$ cat config.mk
export PLATFORM = sky130hd
export DESIGN_NAME = decoder_onehot_pipe
export DESIGN_NICKNAME = d
export VERILOG_FILES = /design/src/rtl/decoder_onehot_pipe.sv
export SDC_FILE = /design/constraint.sdc
export NUM_CORES = 1
export LEC_CHECK = 0
export ABC_CLOCK_PERIOD_IN_PS = 1700
export BUFFER_PORTS_ARGS = -buffer_cell sky130_fd_sc_hd__buf_4
export CORE_MARGIN = 2
export CORE_UTILIZATION = 49
export CTS_CLUSTER_SIZE = 20
export DETAILED_ROUTE_END_ITERATION = 6
export GPL_TIMING_DRIVEN = 0
export PLACE_DENSITY = 0.76
export SLEW_MARGIN = 20
export SYNTH_ARGS = -nofsm -noshare
export SYNTH_HDL_FRONTEND = slang
export SYNTH_SLANG_ARGS = --single-unit
$ cat constraint.sdc
create_clock -name clk -period 1.7 [get_ports clk]
set_clock_uncertainty 0.1 [all_clocks]
set_input_delay 0.17 -clock clk [delete_from_list [all_inputs] [get_ports clk]]
set_output_delay 0.17 -clock clk [all_outputs]
set_load 0.05 [all_outputs]
$ cat src/rtl/decoder_onehot_pipe.sv
// ---------------------------------------------------------------------------
// decoder_onehot_pipe
//
// Pipelined index-to-vector decoder with valid/ready handshakes on both
// sides. An IN_W-bit index is decoded into an OUT_W-bit vector in one of
// four modes (one-hot, thermometer, inverted one-hot, zero). Indices that
// fall outside the vector are flagged and counted in a saturating counter.
// A main output register (M) plus one skid register (S) sustain one result
// per cycle while keeping every output, including in_ready, registered.
//
// Ports:
//   clk        clock, all state updates on the rising edge
//   rst        synchronous active-high reset
//   in_valid   input item present
//   in_ready   block can accept an item this cycle (registered)
//   in_idx     index to decode
//   in_mode    0 one-hot, 1 thermometer, 2 inverted one-hot, 3 zero
//   out_valid  result present
//   out_ready  consumer accepts the result this cycle
//   out_vec    decoded vector
//   out_err    result came from an out-of-range index
//   err_cnt    saturating count of accepted out-of-range items
// ---------------------------------------------------------------------------
module decoder_onehot_pipe #(
    parameter int IN_W  = 3,
    parameter int OUT_W = 8,
    parameter int CNT_W = 8
) (
    input  logic             clk,
    input  logic             rst,
    input  logic             in_valid,
    output logic             in_ready,
    input  logic [IN_W-1:0]  in_idx,
    input  logic [1:0]       in_mode,
    output logic             out_valid,
    input  logic             out_ready,
    output logic [OUT_W-1:0] out_vec,
    output logic             out_err,
    output logic [CNT_W-1:0] err_cnt
);

    // Occupancy of the two-entry buffer: nothing held, only M full, or
    // both M and S full.
    typedef enum logic [1:0] {
        ST_EMPTY,
        ST_ONE,
        ST_TWO
    } state_t;

    state_t           state;
    logic [OUT_W-1:0] s_vec;
    logic             s_err;
    logic [OUT_W-1:0] dec_vec;
    logic             dec_err;
    logic [31:0]      idx_u;
    logic             accept;
    logic             drain;

    assign accept = in_valid && in_ready;
    assign drain  = out_valid && out_ready;

    // Decode the incoming index before it is stored, so both M and S hold
    // finished vectors. An out-of-range index always yields a zero vector
    // with the error flag set, regardless of mode.
    always_comb begin
        dec_vec = '0;
        dec_err = 1'b0;
        idx_u   = 32'(in_idx);
        if (idx_u >= 32'(OUT_W)) begin
            dec_err = 1'b1;
        end else begin
            for (int i = 0; i < OUT_W; i++) begin
                case (in_mode)
                    2'd0:    dec_vec[i] = (idx_u == 32'(i));
                    2'd1:    dec_vec[i] = (32'(i) <= idx_u);
                    2'd2:    dec_vec[i] = (idx_u != 32'(i));
                    default: dec_vec[i] = 1'b0;
                endcase
            end
        end
    end

    // Buffer control, output registers and error counter. in_ready is kept
    // as its own register equal to "S will be empty after this edge", which
    // also holds it low during reset and raises it on the first edge after.
    // A simultaneous accept and drain with S empty simply reloads M, so
    // out_valid never drops while the stream is continuous.
    always_ff @(posedge clk) begin
        if (rst) begin
            state     <= ST_EMPTY;
            out_valid <= 1'b0;
            out_vec   <= '0;
            out_err   <= 1'b0;
            s_vec     <= '0;
            s_err     <= 1'b0;
            in_ready  <= 1'b0;
            err_cnt   <= '0;
        end else begin
            if (accept && dec_err && (err_cnt != {CNT_W{1'b1}})) begin
                err_cnt <= err_cnt + 1'b1;
            end

            in_ready <= 1'b1;

            case (state)
                ST_EMPTY: begin
                    if (accept) begin
                        out_vec   <= dec_vec;
                        out_err   <= dec_err;
                        out_valid <= 1'b1;
                        state     <= ST_ONE;
                    end
                end
                ST_ONE: begin
                    if (accept && drain) begin
                        out_vec <= dec_vec;
                        out_err <= dec_err;
                    end else if (accept) begin
                        s_vec    <= dec_vec;
                        s_err    <= dec_err;
                        in_ready <= 1'b0;
                        state    <= ST_TWO;
                    end else if (drain) begin
                        out_valid <= 1'b0;
                        state     <= ST_EMPTY;
                    end
                end
                ST_TWO: begin
                    if (drain) begin
                        out_vec <= s_vec;
                        out_err <= s_err;
                        state   <= ST_ONE;
                    end else begin
                        in_ready <= 1'b0;
                    end
                end
                default: begin
                    out_valid <= 1'b0;
                    state     <= ST_EMPTY;
                end
            endcase
        end
    end

endmodule

==> results.yml, run 1 <==
run_status:
  status: "finished, violations left"
  violations: "setup timing"
die:
  die_h_um: 56.6
  dieArea_mm2: 0.00320
  ioPinCount: 28
  initial_core_util_pct: 50.4
  fp.coreArea_mm2: 0.00269
  dieWidth_um: 56.6
  rows: 19
synth:
  synth-async-reset-ratio_pct: 0
  ys_types: 46
  synthCells: 164
  netlist_area_mm2: 0.00136
  avgSynthCellArea_um2: 8.26
  synth-main-ff-cell: "dfxtp_1"
  ys_ff_latch: 20
  yosysSeqAreaShare_pct: 29.5
  synth_edf_count: 0
  yosysWarnings: 0
pwr:
  p_comb_share_pct: 36.6
  power_density_mw_per_mm2: 861
  peakVddDrop_uv: 688
  p_sw_mw: 0.535
  p_int_mw: 0.958
  p_seq_share_pct: 36.2
  swShare_pct: 35.8
  p_total_mw: 1.49
  p_clk_share_pct: 27.2
  p_leak_nw: 0.697
timing:
  fmax_ghz: 0.570
  final_max_slew_viol_count: 0
  setup_viol: 2
  rsz0062_at_grt: "yes"
  timing.hold.ws_ns: 0.0470
  worst_slack_ns: -0.0531
  finalHoldViolations: 0
  fin_crit_sh_pct: 103
  min_period_ns: 1.75
route:
  maxUsedRoutingLayer: "met4"
  vias: 1283
  wl_met3_um: 126
  wl_per_cell_um: 14.0
  met2WireLength_um: 1660
  via_per_inst: 5.60
  routed_wl_um: 3200
  firstDrtPassIters: 4
  ant_nets: 0
  drc: 0
  wirelength_met1_um: 1340
  drtIter0Drc: 34
worst_setup_path:
  cp-end-kind: "register"
  r2r-start: "state[1]"
  start_kind: "register"
  cp.required_ns: 1.80
  path_class: "reg -> reg"
  reg2reg_slack_ns: -0.05
  regToRegEndpoint: "out_vec[0]"
  worstPathArrival_ns: 1.86
  crit_path_max_fanout: 7
  worstRegToRegCells: 7
grt:
  grt_pass1_wl_um: 5290
  grt-ovfl-total: 0
  antenna_found_initial: 0
  grt_pass1_vias: 1210
  grt_max_degree: 13
  track_usage_pct: 21.2
final_layout:
  syn_to_final_growth_pct: 28.1
  multi_input_area_um2: 901
  n_antenna_cell: 0
  utilization_pct: 64.6
  seqCellArea_um2: 408
  nNetsFinal: 212
  drive_gt1_share_pct: 35.4
  fillers: 220
job:
  maxCapViolCount: 0
clocking:
  cts_tree: "yes"
  clock-sinks: 20
  clockRootBuffer: "clkbuf_4"
  cts_made_buffers: 3
  clk_path_buf_depth: 2
  htree_levels: 1
  path_clk_slew_ns: 0.12
  clock_latency_ns: 0.32
hold_path:
  min_to: "out_vec[5]"
  min_from: "rst"
  whs_path_depth: 4
  hold_path.class: "in -> reg"
place:
  io_buffers: 17
  dp_hpwl_um: 2230
  place.gp.congestion: 0.870
-- per-stage QoR --
step / instances / TNS, ns / worst slack [ns] / instance area (um^2)
6_report: 229 / -0.0574 / -0.0531 / 1740
5_1_grt: 229 / -0.395 / -0.0951 / 1740
4_1_cts: 228 / -0.0418 / -0.0244 / 1700
3_5_place_dp: 220 / -1.07 / -0.160 / 1580
3_3_place_gp: 220 / -0.654 / -0.0928 / 1580
2_1_floorplan: 172 / -0.0185 / -0.00993 / 1410
-- synth_stat cells (4+ instances only) --
cell      count  area share (%)
buf_4        11             6.1
nand2_1      13             3.6
dfxtp_1      20              30
a211oi_1      5             2.8
nand2b_1      6             2.8
nor3_1       11             4.1
inv_1         4             1.1
nor2_1       16             4.4
ha_1          4             3.7
a21oi_1      14             5.2
o211ai_1      5             2.8
-- how the worst max path moves through the flow --
stage	from	slack, ns	endpoint
2_1_floorplan	state[1]	-0.01	out_vec[0]
3_3_place_gp	state[0]	-0.09	out_vec[5]
3_5_place_dp	state[0]	-0.16	out_vec[4]
4_1_cts	state[1]	-0.02	out_vec[0]
5_1_grt	state[1]	-0.1	out_vec[0]
6_report	state[1]	-0.05	out_vec[0]
-- cells in the final DEF, fill, tap and decap left out, types with 2 or more instances in the layout --
master	synthesis	routed
o21ai_0	2	2
o211ai_1	5	5
clkbuf_4	0	4
a21oi_1	14	13
buf_2	3	2
inv_1	4	2
nand2_1	13	13
and3b_1	2	2
clkbuf_8	2	2
nor3b_1	2	2
nor3_1	11	11
nand2b_1	6	6
buf_4	11	34
nor2_1	16	16
inv_4	0	2
a31oi_1	3	3
a211oi_1	5	5
o21a_1	2	2
nor2b_1	2	2
nand3_1	3	3
or3_1	3	2
dfxtp_2	0	3
a21oi_2	1	2
ha_4	0	3
dfxtp_1	20	16
o32ai_2	2	2
mux2i_1	2	2
conb_1	1	9
nand3b_1	2	2
-- timing repair --
| item | 4_1_cts | 5_1_grt |
|---|---|---|
| gates resized for setup | 8 | 6 |
| pin swaps | 2 | 4 |
| endpoints found under the hold margin | 0 | 0 |
| hold buffers | 0 | 0 |
| endpoints found under the setup margin | 8 | 9 |
| cloned | 0 | 0 |
| buffers inserted | 4 | 2 |
-- cell type report --
cell class,count,area share (%)
multi-input cells,129,51.9
flip-flops and latches,20,23.5
repair buffers,23,9.95
plain buffers,18,8.22
well taps,31,2.24
clock inverters,1,1.73
clock buffers,3,1.30
inverters,4,1.15
-- per-layer routing --
metal  GRT usage [%]  vias to the layer above
li1                -                      639
met1            22.0                      607
met2            39.0                       29
met3            5.07                        8
met4            10.9                        0
met5               0                        -
-- power by group through the flow --
stage / Combinational, mW / Clock, mW / Sequential [mW]
6_report: 0.547 / 0.406 / 0.541
3_5_place_dp: 0.496 / 0 / 0.550
3_3_place_gp: 0.487 / 0 / 0.547
2_1_floorplan: 0.285 / 0 / 0.642
4_1_cts: 0.527 / 0.407 / 0.540
5_1_grt: 0.582 / 0.425 / 0.546
-- cells by family after synthesis --
family                   count (synthesis)  share of synthesized area, %
AO/OA/AOI/OAI                           45                          24.4
adder cells (fa/ha/maj)                  4                          3.69
buffers and inverters                   23                          12.3
flip-flops                              20                          29.5
multiplexers                             2                          1.48
other                                    1                         0.277
AND/OR/NAND/NOR                         69                          28.3
-- worst max-delay path: stages, from the launching register on --
cell and delay, ns:
dfxtp_2 0.37, inv_4 0.05, ha_4 0.17, buf_6 0.13
a2bb2oi_4 0.15, or3_4 0.45, a21oi_2 0.14, a211oi_2 0.07
-- sequential cells by signal, summed over array words and instances, names as in the netlist --
name       count
out_vec        8
s_vec          8
out_valid      1
state          2
in_ready       1
(Power assumes the default switching activity.)
==> run 2, diff against run 1 <==
--- a/config.mk
+++ b/config.mk
@@ -8,11 +8,11 @@
 export ABC_CLOCK_PERIOD_IN_PS = 1700
 export BUFFER_PORTS_ARGS = -buffer_cell sky130_fd_sc_hd__buf_4
 export CORE_MARGIN = 2
-export CORE_UTILIZATION = 49
+export CORE_UTILIZATION = 40
 export CTS_CLUSTER_SIZE = 20
 export DETAILED_ROUTE_END_ITERATION = 6
 export GPL_TIMING_DRIVEN = 0
-export PLACE_DENSITY = 0.76
+export PLACE_DENSITY = 0.65
 export SLEW_MARGIN = 20
 export SYNTH_ARGS = -nofsm -noshare
 export SYNTH_HDL_FRONTEND = slang
==> constraint.sdc (replaced) <==
create_clock -name clk -period 1.7 [get_ports clk]
set_clock_uncertainty 0.1 [all_clocks]
set_input_delay 0.255 -clock clk [delete_from_list [all_inputs] [get_ports clk]]
set_output_delay 0.255 -clock clk [all_outputs]
set_load 0.05 [all_outputs]
==> run 2 against run 1 <==
  * The flow still finishes with violations (setup timing)
  * Sequential share of layout area fell by 0.58 points
  * Die area rose by 21%
  * Hold slack improved by 0.12 ns
  * Non-clock buffer count fell by 1
  * Core utilization fell by 10 points
  * Flip-flop and latch count did not move
  * First-iteration DRC count rose by 15%
  * Via count fell by 1.6%
  * Cell count rose by 6.1%
  * Fmax rose by 1.4%
  * Register-to-register slack improved by 0.02 ns
  * Largest power group unchanged
  * Highest routed layer unchanged
==> results.yml, run 2 (synthesis results as in run 1) <==
run_status:
  status: "finished, violations left"
  violations: "setup timing"
die:
  dieWidth_um: 62.2
  dieArea_mm2: 0.00387
  die_h_um: 62.2
  initial_core_util_pct: 41.3
  ioPinCount: 28
  fp.coreArea_mm2: 0.00328
  rows: 21
timing:
  fmax_ghz: 0.578
  relSlewSlack_pct: 64.6
  setup-tns-final_ns: -0.0451
  timing.hold.ws_ns: 0.163
  rsz0062_at_grt: "yes"
  worst_slack_ns: -0.0289
  worst_slew_pin_slew_ns: 0.531
  final_max_slew_viol_count: 0
  finalHoldViolations: 0
  setup_viol: 3
  min_period_ns: 1.73
  fin_crit_sh_pct: 102
place:
  dp_hpwl_um: 2380
  io_buffers: 17
  dp_slack_ns: -0.235
  dp_cells: 235
  place.gp.congestion: 0.869
final_layout:
  reg.largest.list: "out_vec (8), s_vec (8), state (2)"
  drive_gt1_share_pct: 37.6
  nNetsFinal: 211
  syn_to_final_growth_pct: 31.3
  layout_commonest_cell: "buf_4"
  final_cell_mix: "32 x buf_4, 16 x nor2_1, 16 x dfxtp_1"
  finalNonFillerCells: 243
  n_antenna_cell: 0
clocking:
  cts_made_buffers: 3
  cts_tree: "yes"
  clockRootBuffer: "clkbuf_4"
  clock_latency_ns: 0.30
  hold_buffers: 0
  clk_path_buf_depth: 2
  clock-sinks: 20
  htree_levels: 1
  path_clk_slew_ns: 0.12
pwr:
  p_int_mw: 0.974
  p_comb_share_pct: 38.3
  swShare_pct: 35.4
  p_sw_mw: 0.534
  p_total_mw: 1.51
  peakVddDrop_uv: 502
  p_seq_share_pct: 35.7
  power_density_mw_per_mm2: 848
  p_clk_share_pct: 26.0
  p_leak_nw: 0.700
route:
  drtIter0Drc: 39
  vias: 1263
  routed_wl_um: 3390
  ant_nets: 0
  via_per_inst: 5.20
  drc: 0
  wl_per_cell_um: 14.0
  firstDrtPassIters: 4
worst_setup_path:
  max_stage_delay_ns: 0.38
  worstPathCellList: "inv_4, ha_4, buf_6, a2bb2oi_2, or3_1, buf_6, a21oi_4, a211oi_2"
  start_kind: "register"
  path_common_cell: "buf_6"
  cp-end-kind: "register"
  path_class: "reg -> reg"
  crit_path_max_fanout: 7
  cp.required_ns: 1.78
  worstPathArrival_ns: 1.81
  cp_top_family: "flip-flops"
  crit_buf_inv: 3
  cp_slowest_cell: "dfxtp_2"
grt:
  grt-ovfl-total: 0
  track_usage_pct: 17.9
  met2_usage_pct: 32.2
  grt_busiest_layer: "met2"
  grt_use_met1_pct: 21.9
  grt_pass1_wl_um: 5580
  grt_pass1_vias: 1152
  gr-usage-met3_pct: 4.17
  grt_max_degree: 13
  antenna_found_initial: 0
job:
  maxCapViolCount: 0
hold_path:
  hold_path.class: "in -> reg"
-- run 2: worst paths after layout --
| kind | from | endpoint | slack [ns] | cells after the start |
|---|---|---|---|---|
| worst min-delay path | rst | out_vec[5] | 0.16 | 4 |
| worst min register to register | out_vec[2] | out_vec[2] | 0.36 | 2 |
| worst max register to register | state[1] | out_vec[0] | -0.03 | 8 |
| worst max-delay path | state[1] | out_vec[0] | -0.03 | 8 |
-- run 2: worst min-delay path, cell delays in order --
cell and delay [ns]:
buf_4 0.11, a21oi_1 0.05, o311ai_2 0.08, nand2_1 0.05
-- run 2: what timing repair did --
| item | CTS | global route |
|---|---|---|
| endpoints found under the setup margin | 10 | 10 |
| gates resized for setup | 9 | 8 |
| pin swaps | 2 | 1 |
| buffers inserted | 3 | 1 |
| cloned | 0 | 0 |
-- run 2: stage by stage --
step,util (%),area [um^2]
detailed placement,48.7,1600
floorplan,-,1410
CTS,52.2,1710
finish,54.2,1780
global placement,48.7,1600
global route,54.2,1780
-- run 2: routing by layer --
layer | share of wire, % | vias up
li1 | - | 639
met4 | 1.3 | 0
met1 | 43 | 590
met3 | 3.6 | 4
met2 | 52 | 30
met5 | 0 | -
-- run 2: layout make-up --
type / instances / area [um^2]
multi-input cells: 129 / 920
clock inverters: 1 / 30.0
inverters: 4 / 17.5
flip-flops and latches: 20 / 408
well taps: 46 / 57.6
repair buffers: 21 / 170
clock buffers: 3 / 22.5
fillers: 324 / 1510
plain buffers: 19 / 154
-- run 2: power by group through the flow --
stage	Clock, mW	Sequential (mW)	Combinational (mW)
4_1_cts	0.397	0.538	0.532
2_1_floorplan	0	0.642	0.285
3_3_place_gp	0	0.547	0.493
3_5_place_dp	0	0.549	0.502
6_report	0.391	0.539	0.578
5_1_grt	0.427	0.544	0.619
==> run 3, diff against run 2 <==
--- a/config.mk
+++ b/config.mk
@@ -5,6 +5,7 @@
 export SDC_FILE = /design/constraint.sdc
 export NUM_CORES = 1
 export LEC_CHECK = 0
+export ABC_AREA = 1
 export ABC_CLOCK_PERIOD_IN_PS = 1700
 export BUFFER_PORTS_ARGS = -buffer_cell sky130_fd_sc_hd__buf_4
 export CORE_MARGIN = 2
@@ -13,6 +14,7 @@
 export DETAILED_ROUTE_END_ITERATION = 6
 export GPL_TIMING_DRIVEN = 0
 export PLACE_DENSITY = 0.65
+export RECOVER_POWER = 25
 export SLEW_MARGIN = 20
 export SYNTH_ARGS = -nofsm -noshare
 export SYNTH_HDL_FRONTEND = slang
==> run 3 against run 2 <==
  * The flow now finishes without violations
  * Combinational power increased by 100%
  * First-iteration DRC count rose by 21%
  * Register-to-register slack gained 0.12 ns
  * Synthesized area shrank 4.2%
  * Non-clock buffer count decreased by 4
  * Hold slack worse by 0.13 ns
  * Clock power decreased by 29%
  * Critical path type unchanged
  * Highest routed layer is now met3
==> results.yml, run 3 <==
timing:
  final_max_slew_viol_count: 0
  worst_slew_pin_slew_ns: 0.595
  fin_crit_sh_pct: 94.7
  setup-tns-final_ns: 0
  worst_slack_ns: 0.0899
  relSlewSlack_pct: 60.5
  setup_viol: 0
  rsz0062_at_grt: "no"
  min_period_ns: 1.61
  finalHoldViolations: 0
  fmax_ghz: 0.621
place:
  place.gp.congestion: 0.883
  dp_cells: 266
  dp_slack_ns: -0.0240
  dp_hpwl_um: 2050
  io_buffers: 15
clocking:
  htree_levels: 1
  cts_made_buffers: 3
  cts_tree: "yes"
  clock-sinks: 20
  clockRootBuffer: "clkbuf_4"
  clock_latency_ns: 0.30
  path_clk_slew_ns: 0.12
  hold_buffers: 0
  clk_path_buf_depth: 2
grt:
  antenna_found_initial: 0
  grt_busiest_layer: "met2"
  grt_pass1_wl_um: 4510
  grt_max_degree: 12
  grt_use_met1_pct: 20.2
  grt-ovfl-total: 0
  gr-usage-met3_pct: 3.84
  met2_usage_pct: 28.3
  grt_pass1_vias: 1057
  track_usage_pct: 15.9
worst_setup_path:
  start_kind: "register"
  cp-end-kind: "register"
  cp.required_ns: 1.84
  crit_path_max_fanout: 8
  worstPathArrival_ns: 1.75
  r2r-start: "state[0]"
  worstRegToRegCells: 9
  reg2reg_slack_ns: 0.09
  path_class: "reg -> reg"
  regToRegEndpoint: "out_vec[0]"
synth:
  yosysWarnings: 0
  synth_edf_count: 0
  synth-async-reset-ratio_pct: 0
  ys_types: 23
  synth.most_common_cell: "nand2_1"
  synth_area_leaders: "dfxtp_1 31%, nand2_1 14%, nand3_1 6.9%, nor2_1 6.9%, buf_4 5.8%"
  synthCells: 199
  synth_top_area_share_pct: 30.9
  yosys.area.top_type: "dfxtp_1"
  netlist_top_cells_count: "48 x nand2_1, 24 x nor2_1, 20 x dfxtp_1, 20 x inv_1, 18 x nand3_1"
  avgSynthCellArea_um2: 6.52
  netlist_area_mm2: 0.00130
  synth-main-ff-cell: "dfxtp_1"
  ys_ff_latch: 20
  yosysSeqAreaShare_pct: 30.9
route:
  firstDrtPassIters: 4
  routed_wl_um: 2740
  wl_per_cell_um: 9.96
  via_per_inst: 4.55
  vias: 1251
  drc: 0
  ant_nets: 0
  drtIter0Drc: 47
die:
  dieWidth_um: 61.0
  initial_core_util_pct: 42.2
  rows: 20
  fp.coreArea_mm2: 0.00308
  die_h_um: 61.0
  dieArea_mm2: 0.00372
  ioPinCount: 28
pwr:
  p_leak_nw: 0.745
  p_total_mw: 2.14
  power_density_mw_per_mm2: 1370
  peakVddDrop_uv: 810
final_layout:
  reg.largest.list: "out_vec (8), s_vec (8), state (2)"
  layout_commonest_cell: "nand2_1"
  finalNonFillerCells: 275
  drive_gt1_share_pct: 22.1
  nNetsFinal: 245
  final_cell_mix: "48 x nand2_1, 24 x nor2_1, 22 x buf_4"
  syn_to_final_growth_pct: 20.3
  n_antenna_cell: 0
hold_path:
  hold_path.class: "in -> reg"
  min_from: "rst"
  whs_path_depth: 2
  min_to: "out_vec[7]"
job:
  maxCapViolCount: 0
run_status:
  status: "finished, final reports clean"
[run 3: cell type report]
type | count | area (um^2)
buffer | 16 | 111
clock buffer | 4 | 36.3
fill | 335 | 1520
inverter | 21 | 78.8
multi-input combinational | 150 | 739
sequential | 20 | 403
tap | 44 | 55.1
timing repair buffer | 20 | 136
[run 3: routing by layer]
layer	wire, um	share of wire (%)
met5	0	0
met4	0	0
met3	129	4.7
met2	1340	49
met1	1270	46
[run 3: per-stage QoR]
| step | hold WS (ns) | instance area (um^2) | utilization (%) |
|---|---|---|---|
| global placement | 0.358 | 1500 | 48.6 |
| finish | 0.0308 | 1560 | 50.7 |
| detailed placement | 0.357 | 1500 | 48.6 |
| global route | 0.0129 | 1560 | 50.7 |
| CTS | 0.0208 | 1530 | 49.8 |
| floorplan | 0.217 | 1330 | - |
[run 3: how the worst max path moves through the flow]
stage / start / endpoint / cells past startpoint
floorplan: in_ready / out_vec[3] / 8
global placement: state[0] / out_vec[3] / 9
detailed placement: state[0] / out_vec[3] / 9
CTS: state[0] / out_vec[3] / 9
global route: state[0] / out_vec[3] / 9
finish: state[0] / out_vec[0] / 9
[run 3: power by group]
part / internal, mW / switching (mW)
Sequential: 0.606 / 0.0705
Combinational: 0.381 / 0.803
Clock: 0.131 / 0.147
[run 3: critical path, cell delays in order, from the launching register on]
cell and delay, ns:
dfxtp_2 0.35, buf_4 0.13, ha_1 0.21, inv_1 0.07, nand3_2 0.10, nor2_4 0.15, buf_6 0.16, buf_12 0.10
o21ai_1 0.05, nor2_1 0.11
[run 3: cells by family (layout without fill, tap and decap cells)]
group	Yosys count	in the layout	synth area share [%]
AND/OR/NAND/NOR	104	104	36.4
adder cells (fa/ha/maj)	4	4	3.86
flip-flops	20	20	30.9
other	1	9	0.289
AO/OA/AOI/OAI	33	33	14.0
buffers and inverters	37	61	14.7
[run 3: what timing repair did]
item	4_1_cts	5_1_grt
buffers inserted	0	5
resized for setup	1	2
setup endpoints to repair	2	7
pin swaps	0	1
